==> config.mk <==
export PLATFORM = sky130hd
export DESIGN_NAME = win33_mul_ctrl
export DESIGN_NICKNAME = d
export VERILOG_FILES = /design/src/rtl/win_pkg.sv /design/src/rtl/win_acc16.sv /design/src/rtl/win33_mul_ctrl.sv
export SDC_FILE = /design/constraint.sdc
export NUM_CORES = 2
export LEC_CHECK = 0
export BUFFER_PORTS_ARGS = -buffer_cell sky130_fd_sc_hd__buf_4
export CORE_AREA = 5 5 404 406
export DETAILED_ROUTE_END_ITERATION = 6
export DIE_AREA = 0 0 409 411
export GPL_ROUTABILITY_DRIVEN = 1
export GPL_TIMING_DRIVEN = 0
export HOLD_SLACK_MARGIN = 0.12
export PLACE_DENSITY = 0.47
export SLEW_MARGIN = 40
export SYNTH_ARGS = -nofsm -noshare
export SYNTH_HDL_FRONTEND = slang
export SYNTH_SLANG_ARGS = --single-unit
==> constraint.sdc <==
create_clock -name clk -period 3.42 [get_ports clk]
set_input_delay 0.342 -clock clk [delete_from_list [all_inputs] [get_ports clk]]
set_output_delay 0.342 -clock clk [all_outputs]
set_load 0.01 [all_outputs]
==> src/rtl/win_pkg.sv <==
// Shared types and constants for the Winograd F(2x2,3x3) multiplier sequencer.
package win_pkg;

  typedef enum logic [2:0] {
    ST_IDLE    = 3'd0,
    ST_ISSUE   = 3'd1,
    ST_WAIT    = 3'd2,
    ST_CAPTURE = 3'd3,
    ST_OUTPUT  = 3'd4,
    ST_DONE    = 3'd5
  } state_e;

  localparam int LANES  = 16;
  localparam int PROD_W = 32;
  localparam int ROW_W  = 128;

  // Multiplier end_signal levels, matching defines.v
  localparam logic Finish   = 1'b1;
  localparam logic UnFinish = 1'b0;

  // WAIT cycles allowed before the multiplier is declared hung
  localparam int WAIT_LIMIT = 4;

  typedef logic signed [PROD_W-1:0] lane_t;

endpackage

==> src/rtl/win_acc16.sv <==
// Sixteen independent 32-bit two's-complement accumulator lanes; flat vector,
// lane 15 in the top bits so the packing mirrors the multiplier rows.
module win_acc16
  import win_pkg::*;
(
  input  logic                    clk,
  input  logic                    rst_n,
  input  logic                    load_i,
  input  logic                    add_i,
  input  logic [LANES*PROD_W-1:0] m_i,
  output logic [LANES*PROD_W-1:0] acc_o
);

  // Modulo-2^32 lane sum; overflow wraps by design
  function automatic lane_t add_wrap(input lane_t a, input lane_t b);
    return a + b;
  endfunction

  for (genvar i = 0; i < LANES; i++) begin : g_lane
    lane_t acc_q;
    lane_t prod;

    assign prod = m_i[i*PROD_W +: PROD_W];

    always_ff @(posedge clk or negedge rst_n) begin
      if (!rst_n) begin
        acc_q <= '0;
      end else if (load_i) begin
        acc_q <= prod;
      end else if (add_i) begin
        acc_q <= add_wrap(acc_q, prod);
      end
    end

    assign acc_o[i*PROD_W +: PROD_W] = acc_q;
  end

endmodule

==> src/rtl/win33_mul_ctrl.sv <==
// Job sequencer around win33_mul: per-channel handshake, multiplier fire,
// per-lane accumulation and hand-off of the 4x4 M tile downstream.
module win33_mul_ctrl
  import win_pkg::*;
#(
  parameter int CH_W   = 4,
  parameter int TILE_W = 8
) (
  input  logic              clk,
  input  logic              rst_n,
  input  logic              start,
  input  logic [CH_W-1:0]   num_ch,
  input  logic [TILE_W-1:0] num_tiles,
  output logic              busy,
  output logic              done,
  input  logic              in_valid,
  output logic              in_ready,
  output logic              mul_enable,
  input  logic              mul_end,
  input  logic [ROW_W-1:0]  mul_m1,
  input  logic [ROW_W-1:0]  mul_m2,
  input  logic [ROW_W-1:0]  mul_m3,
  input  logic [ROW_W-1:0]  mul_m4,
  output logic              out_valid,
  input  logic              out_ready,
  output logic [ROW_W-1:0]  out_m1,
  output logic [ROW_W-1:0]  out_m2,
  output logic [ROW_W-1:0]  out_m3,
  output logic [ROW_W-1:0]  out_m4,
  output logic              err
);

  state_e            state_q, state_d;
  logic [CH_W-1:0]   ch_cnt_q, ch_cnt_d;
  logic [CH_W-1:0]   num_ch_q, num_ch_d;
  logic [TILE_W-1:0] tile_cnt_q, tile_cnt_d;
  logic [TILE_W-1:0] num_tiles_q, num_tiles_d;
  logic [1:0]        wait_cnt_q, wait_cnt_d;
  logic              err_q, err_d;
  logic              acc_load, acc_add;
  logic [LANES*PROD_W-1:0] acc_flat;

  always_ff @(posedge clk or negedge rst_n) begin
    if (!rst_n) begin
      state_q     <= ST_IDLE;
      ch_cnt_q    <= '0;
      num_ch_q    <= '0;
      tile_cnt_q  <= '0;
      num_tiles_q <= '0;
      wait_cnt_q  <= '0;
      err_q       <= 1'b0;
    end else begin
      state_q     <= state_d;
      ch_cnt_q    <= ch_cnt_d;
      num_ch_q    <= num_ch_d;
      tile_cnt_q  <= tile_cnt_d;
      num_tiles_q <= num_tiles_d;
      wait_cnt_q  <= wait_cnt_d;
      err_q       <= err_d;
    end
  end

  always_comb begin
    state_d     = state_q;
    ch_cnt_d    = ch_cnt_q;
    num_ch_d    = num_ch_q;
    tile_cnt_d  = tile_cnt_q;
    num_tiles_d = num_tiles_q;
    wait_cnt_d  = wait_cnt_q;
    err_d       = err_q;
    mul_enable  = 1'b0;
    in_ready    = 1'b0;
    out_valid   = 1'b0;
    done        = 1'b0;
    acc_load    = 1'b0;
    acc_add     = 1'b0;

    unique case (state_q)
      ST_IDLE: begin
        if (start) begin
          // Zero channels is folded to one so the tile still completes
          num_ch_d    = (num_ch == '0) ? CH_W'(1) : num_ch;
          num_tiles_d = num_tiles;
          ch_cnt_d    = '0;
          tile_cnt_d  = '0;
          err_d       = 1'b0;
          state_d     = (num_tiles == '0) ? ST_DONE : ST_ISSUE;
        end
      end
      ST_ISSUE: begin
        mul_enable = in_valid;
        if (in_valid) begin
          wait_cnt_d = '0;
          state_d    = ST_WAIT;
        end
      end
      ST_WAIT: begin
        if (mul_end == Finish) begin
          state_d = ST_CAPTURE;
        end else if (wait_cnt_q == 2'(WAIT_LIMIT - 1)) begin
          // Hung multiplier: flag it and flush the channel with junk data
          err_d   = 1'b1;
          state_d = ST_CAPTURE;
        end else begin
          wait_cnt_d = wait_cnt_q + 2'd1;
        end
      end
      ST_CAPTURE: begin
        in_ready = 1'b1;
        acc_load = (ch_cnt_q == '0);
        acc_add  = (ch_cnt_q != '0);
        if (ch_cnt_q == num_ch_q - CH_W'(1)) begin
          ch_cnt_d = '0;
          state_d  = ST_OUTPUT;
        end else begin
          ch_cnt_d = ch_cnt_q + CH_W'(1);
          state_d  = ST_ISSUE;
        end
      end
      ST_OUTPUT: begin
        out_valid = 1'b1;
        if (out_ready) begin
          tile_cnt_d = tile_cnt_q + TILE_W'(1);
          state_d    = (tile_cnt_d == num_tiles_q) ? ST_DONE : ST_ISSUE;
        end
      end
      ST_DONE: begin
        done    = 1'b1;
        state_d = ST_IDLE;
      end
      default: state_d = ST_IDLE;
    endcase
  end

  win_acc16 u_acc (
    .clk    (clk),
    .rst_n  (rst_n),
    .load_i (acc_load),
    .add_i  (acc_add),
    .m_i    ({mul_m1, mul_m2, mul_m3, mul_m4}),
    .acc_o  (acc_flat)
  );

  assign {out_m1, out_m2, out_m3, out_m4} = acc_flat;
  assign busy = (state_q != ST_IDLE);
  assign err  = err_q;

endmodule

==> impl_metrics.toml <==
[run_status]
outcome = "finished, violations left"
violations = "negative setup slack"

[global_routing]
grt_antenna_before_repair = 82
via_count_of_the_first_global_routing_pass = 52600
grt_max_degree = 82
global_route.overflow_total = 0
gr-usage-all-layers = 0.294
grt_pass1_wl_mm = 368

[placed_design]
hpwl_mm = 206
count_of_input_and_output_buffers = 1047
pre_cts_slack_ns = -0.836
gp_routability_congestion = 0.928
placed_cells = 9141

[timing]
tightest_slew_ns = 0.883
finish_stage_setup_viols = 2
timing.final.ws_setup_ns = -0.0226
period_minus_slack_ns = 3.44
timing.slew.headroom = 0.411
rsz0062_at_grt = "yes"
final_min_period_over_clock_period = 1.01
drv_slew = 0
fin_setup_tns_ns = -0.0284
fmax_ghz = 0.290
worst_clock_skew_ns = 0.0325
finalHoldViolCount = 0

[floorplan]
dieWidth_um = 409
ios = 1048
num_rows = 147
core_sq_mm = 0.159
floorplan.die.height_um = 411
initial_core_util = 0.298
die_area_sq_mm = 0.168

[route]
drt_iter0_markers = 4007
detail_route.vias_per_cell = 5.42
avgRoutedWirePerCell_um = 26.0
route.final.wire_length_mm = 259
ant_nets_after_route = 0
detailroute.via_count = 53800
drt_pass1_iterations = 6
drc = 0

[yosys]
avgSynthCellArea_sq_um = 7.94
netlist_area_sq_mm = 0.0475
yosysWarningCount = 0
synth-edff-count = 0
netlist-cell-type-count = 95
synth-seq-cells = 542
synth.net_count = 7028
proportion_of_synthesized_chip_area_in_sequential_cells = 0.285
synthesized_instance_count = 5981
synthArstFlopShare = 1.00
ys.flop_type = "sky130_fd_sc_hd__dfrtp_1"

[critical_path]
critPathCaptureType = "flop"
worst_path_largest_cell_delay_ns = 0.41
critPathMaxFanout = 3
worst-endpoint-required_ns = 3.93
crit_chain = "ha_4 -> fa_2 -> a21o_1 -> a21boi_2 -> nor3_2 -> a2111oi_2 -> buf_4 -> o31ai_2 -> a31oi_2 -> nor2_1 -> a221o_1 -> a21o_4 -> a2111oi_4 -> a311oi_2"
worstSetupStartpointType = "flop"
worst-endpoint-arrival_ns = 3.96
worstSetupPathType = "flop to flop"
slowest_stage = "sky130_fd_sc_hd__dfrtp_1"

[layout]
final_net_count = 8786
post_route_cells_drive_above_1_share = 0.207
final_cell_mix = "sky130_fd_sc_hd__buf_4 (1,124), sky130_fd_sc_hd__nand2_1 (744), sky130_fd_sc_hd__a21oi_1 (733)"
area_growth_syn_to_layout_pct = 44.6
fin_cells = 9931
final_core_util = 0.431
commonest_non_fill_non_tap_cell_in_the_layout = "sky130_fd_sc_hd__buf_4"

[flow_run]
drv_cap = 0

[clocking]
htree_levels = 3
clock_sinks = 542
clk-insertion-delay-late_ns = 0.69
cts.reportedPaths.clkPinSlew_ns = 0.06
ctsLongestPathBuffers = 3
tritoncts.num_buffers = 82
clk_root_buffer_cell = "sky130_fd_sc_hd__clkbuf_16"
tritoncts = "done"

[power]
ir_worst_vdd_v = 0.000441
powerDensity_mw_per_mm2 = 1070
p_leak_nw = 31.9

[hold_path]
timing.hold.worst.class = "primary input to asynchronous set/reset pin"
[registers in the layout, indices dropped and copies added, names as in the netlist]
| name | cells |
|---|---|
| num_tiles_q | 8 |
| u_acc.g_lane.acc_q | 512 |
| err | 1 |
| tile_cnt_q | 8 |
| ch_cnt_q | 4 |
| num_ch_q | 4 |
| state_q | 3 |
| wait_cnt_q | 2 |
[worst max-delay path: cells and delay by family (launching register included)]
kind | cells | cell delay [ns]
AOI/OAI and AO/OA | 9 | 1.93
adders and majority gates | 2 | 0.58
buffers and inverters | 1 | 0.18
DFF | 1 | 0.41
and+or+nand+nor | 2 | 0.16
[metrics by stage]
step | area [sq um] | power, mW | hold WS [ns]
floorplan | 47500 | 41.6 | 0.0464
global placement | 58000 | 60.3 | 0.475
detailed placement | 58800 | 61.2 | 0.266
CTS | 67600 | 72.3 | 0.144
global route | 68700 | 78.9 | 0.196
finish | 68700 | 73.4 | 0.179
[final timing paths]
check / cells past startpoint / from / slack, ns / endpoint
max in group asynchronous: 4 / rst_n / 1.97 / u_acc.g_lane[6].acc_q[6]
worst min register to register: 2 / wait_cnt_q[1] / 0.49 / wait_cnt_q[1]
min in group clk: 4 / mul_m1[37] / 0.26 / u_acc.g_lane[13].acc_q[5]
worst max register to register: 14 / u_acc.g_lane[0].acc_q[0] / -0.02 / u_acc.g_lane[0].acc_q[28]
worst max-delay path: 14 / u_acc.g_lane[0].acc_q[0] / -0.02 / u_acc.g_lane[0].acc_q[28]
worst min-delay path: 2 / rst_n / 0.18 / u_acc.g_lane[8].acc_q[9]
[cells by family (layout without fill, tap and decap cells)]
logic type | after synthesis | in the layout | share of synthesized area
buffers and inverters | 353 | 2176 | 0.0279
other | 0 | 41 | 0
DFF | 542 | 542 | 0.285
xor gates and xnor gates | 421 | 421 | 0.0776
muxes | 41 | 41 | 0.00898
and+or+nand+nor | 1845 | 1845 | 0.171
AOI/OAI and AO/OA | 2262 | 2262 | 0.291
adders and majority gates | 517 | 517 | 0.139
[area by class of cell]
| class | count | area, sq um |
|---|---|---|
| sequential | 542 | 13600 |
| buffer | 239 | 1070 |
| timing repair buffer | 1684 | 14500 |
| clock inverter | 29 | 369 |
| antenna | 41 | 103 |
| clock buffer | 120 | 2390 |
| fill | 16200 | 90800 |
| multi-input combinational | 5086 | 33700 |
| tap | 2086 | 2610 |
| inverter | 104 | 392 |
[repair_timing]
item                                    in CTS  in global routing
endpoints found under the setup margin     512                264
hold buffers                               526                  0
pin swaps                                   44                115
hold endpoints to repair                   878                  0
setup buffers                               38                 47
gates resized for setup                    114                187
[per-layer routing]
layer / GRT usage / part of all wire
met3: 0.0669 / 0.071
met4: 0.129 / 0.051
met5: 0 / 0.00091
met2: 0.486 / 0.46
met1: 0.366 / 0.42
[cells in the mapped netlist (28+ instances only)]
library cell               number  share of area
sky130_fd_sc_hd__xnor2_1      259          0.048
sky130_fd_sc_hd__a211oi_1      41         0.0065
sky130_fd_sc_hd__inv_1        103         0.0081
sky130_fd_sc_hd__o21ai_0      575          0.061
sky130_fd_sc_hd__ha_1         501           0.13
sky130_fd_sc_hd__or3_1         38         0.0050
sky130_fd_sc_hd__clkbuf_1     233          0.018
sky130_fd_sc_hd__nor3_1        83         0.0087
sky130_fd_sc_hd__a31oi_1      136          0.018
sky130_fd_sc_hd__a22oi_1       71          0.011
sky130_fd_sc_hd__nor2b_1       49         0.0065
sky130_fd_sc_hd__o211ai_1      36         0.0057
sky130_fd_sc_hd__mux2i_1       28         0.0059
sky130_fd_sc_hd__a21oi_1      764          0.080
sky130_fd_sc_hd__dfrtp_1      542           0.29
sky130_fd_sc_hd__nand2_1      746          0.059
sky130_fd_sc_hd__a21o_1       282          0.045
sky130_fd_sc_hd__nand2b_1      62         0.0082
sky130_fd_sc_hd__o21a_1        59         0.0093
sky130_fd_sc_hd__nand4_1       34         0.0045
sky130_fd_sc_hd__and3_1        47         0.0062
sky130_fd_sc_hd__xor2_1       162          0.030
sky130_fd_sc_hd__nor2_1       574          0.045
sky130_fd_sc_hd__o21bai_1      61         0.0096
sky130_fd_sc_hd__nand3_1      111          0.012
[power breakdown]
| group | switching [mW] | internal, mW | total, mW | leakage (nW) |
|---|---|---|---|---|
| clock network | 3.67 | 5.36 | 9.03 | 1.35 |
| logic | 30.5 | 21.1 | 51.6 | 24.1 |
| registers | 3.19 | 9.54 | 12.7 | 6.49 |
Power figures use the tool's default switching activity.
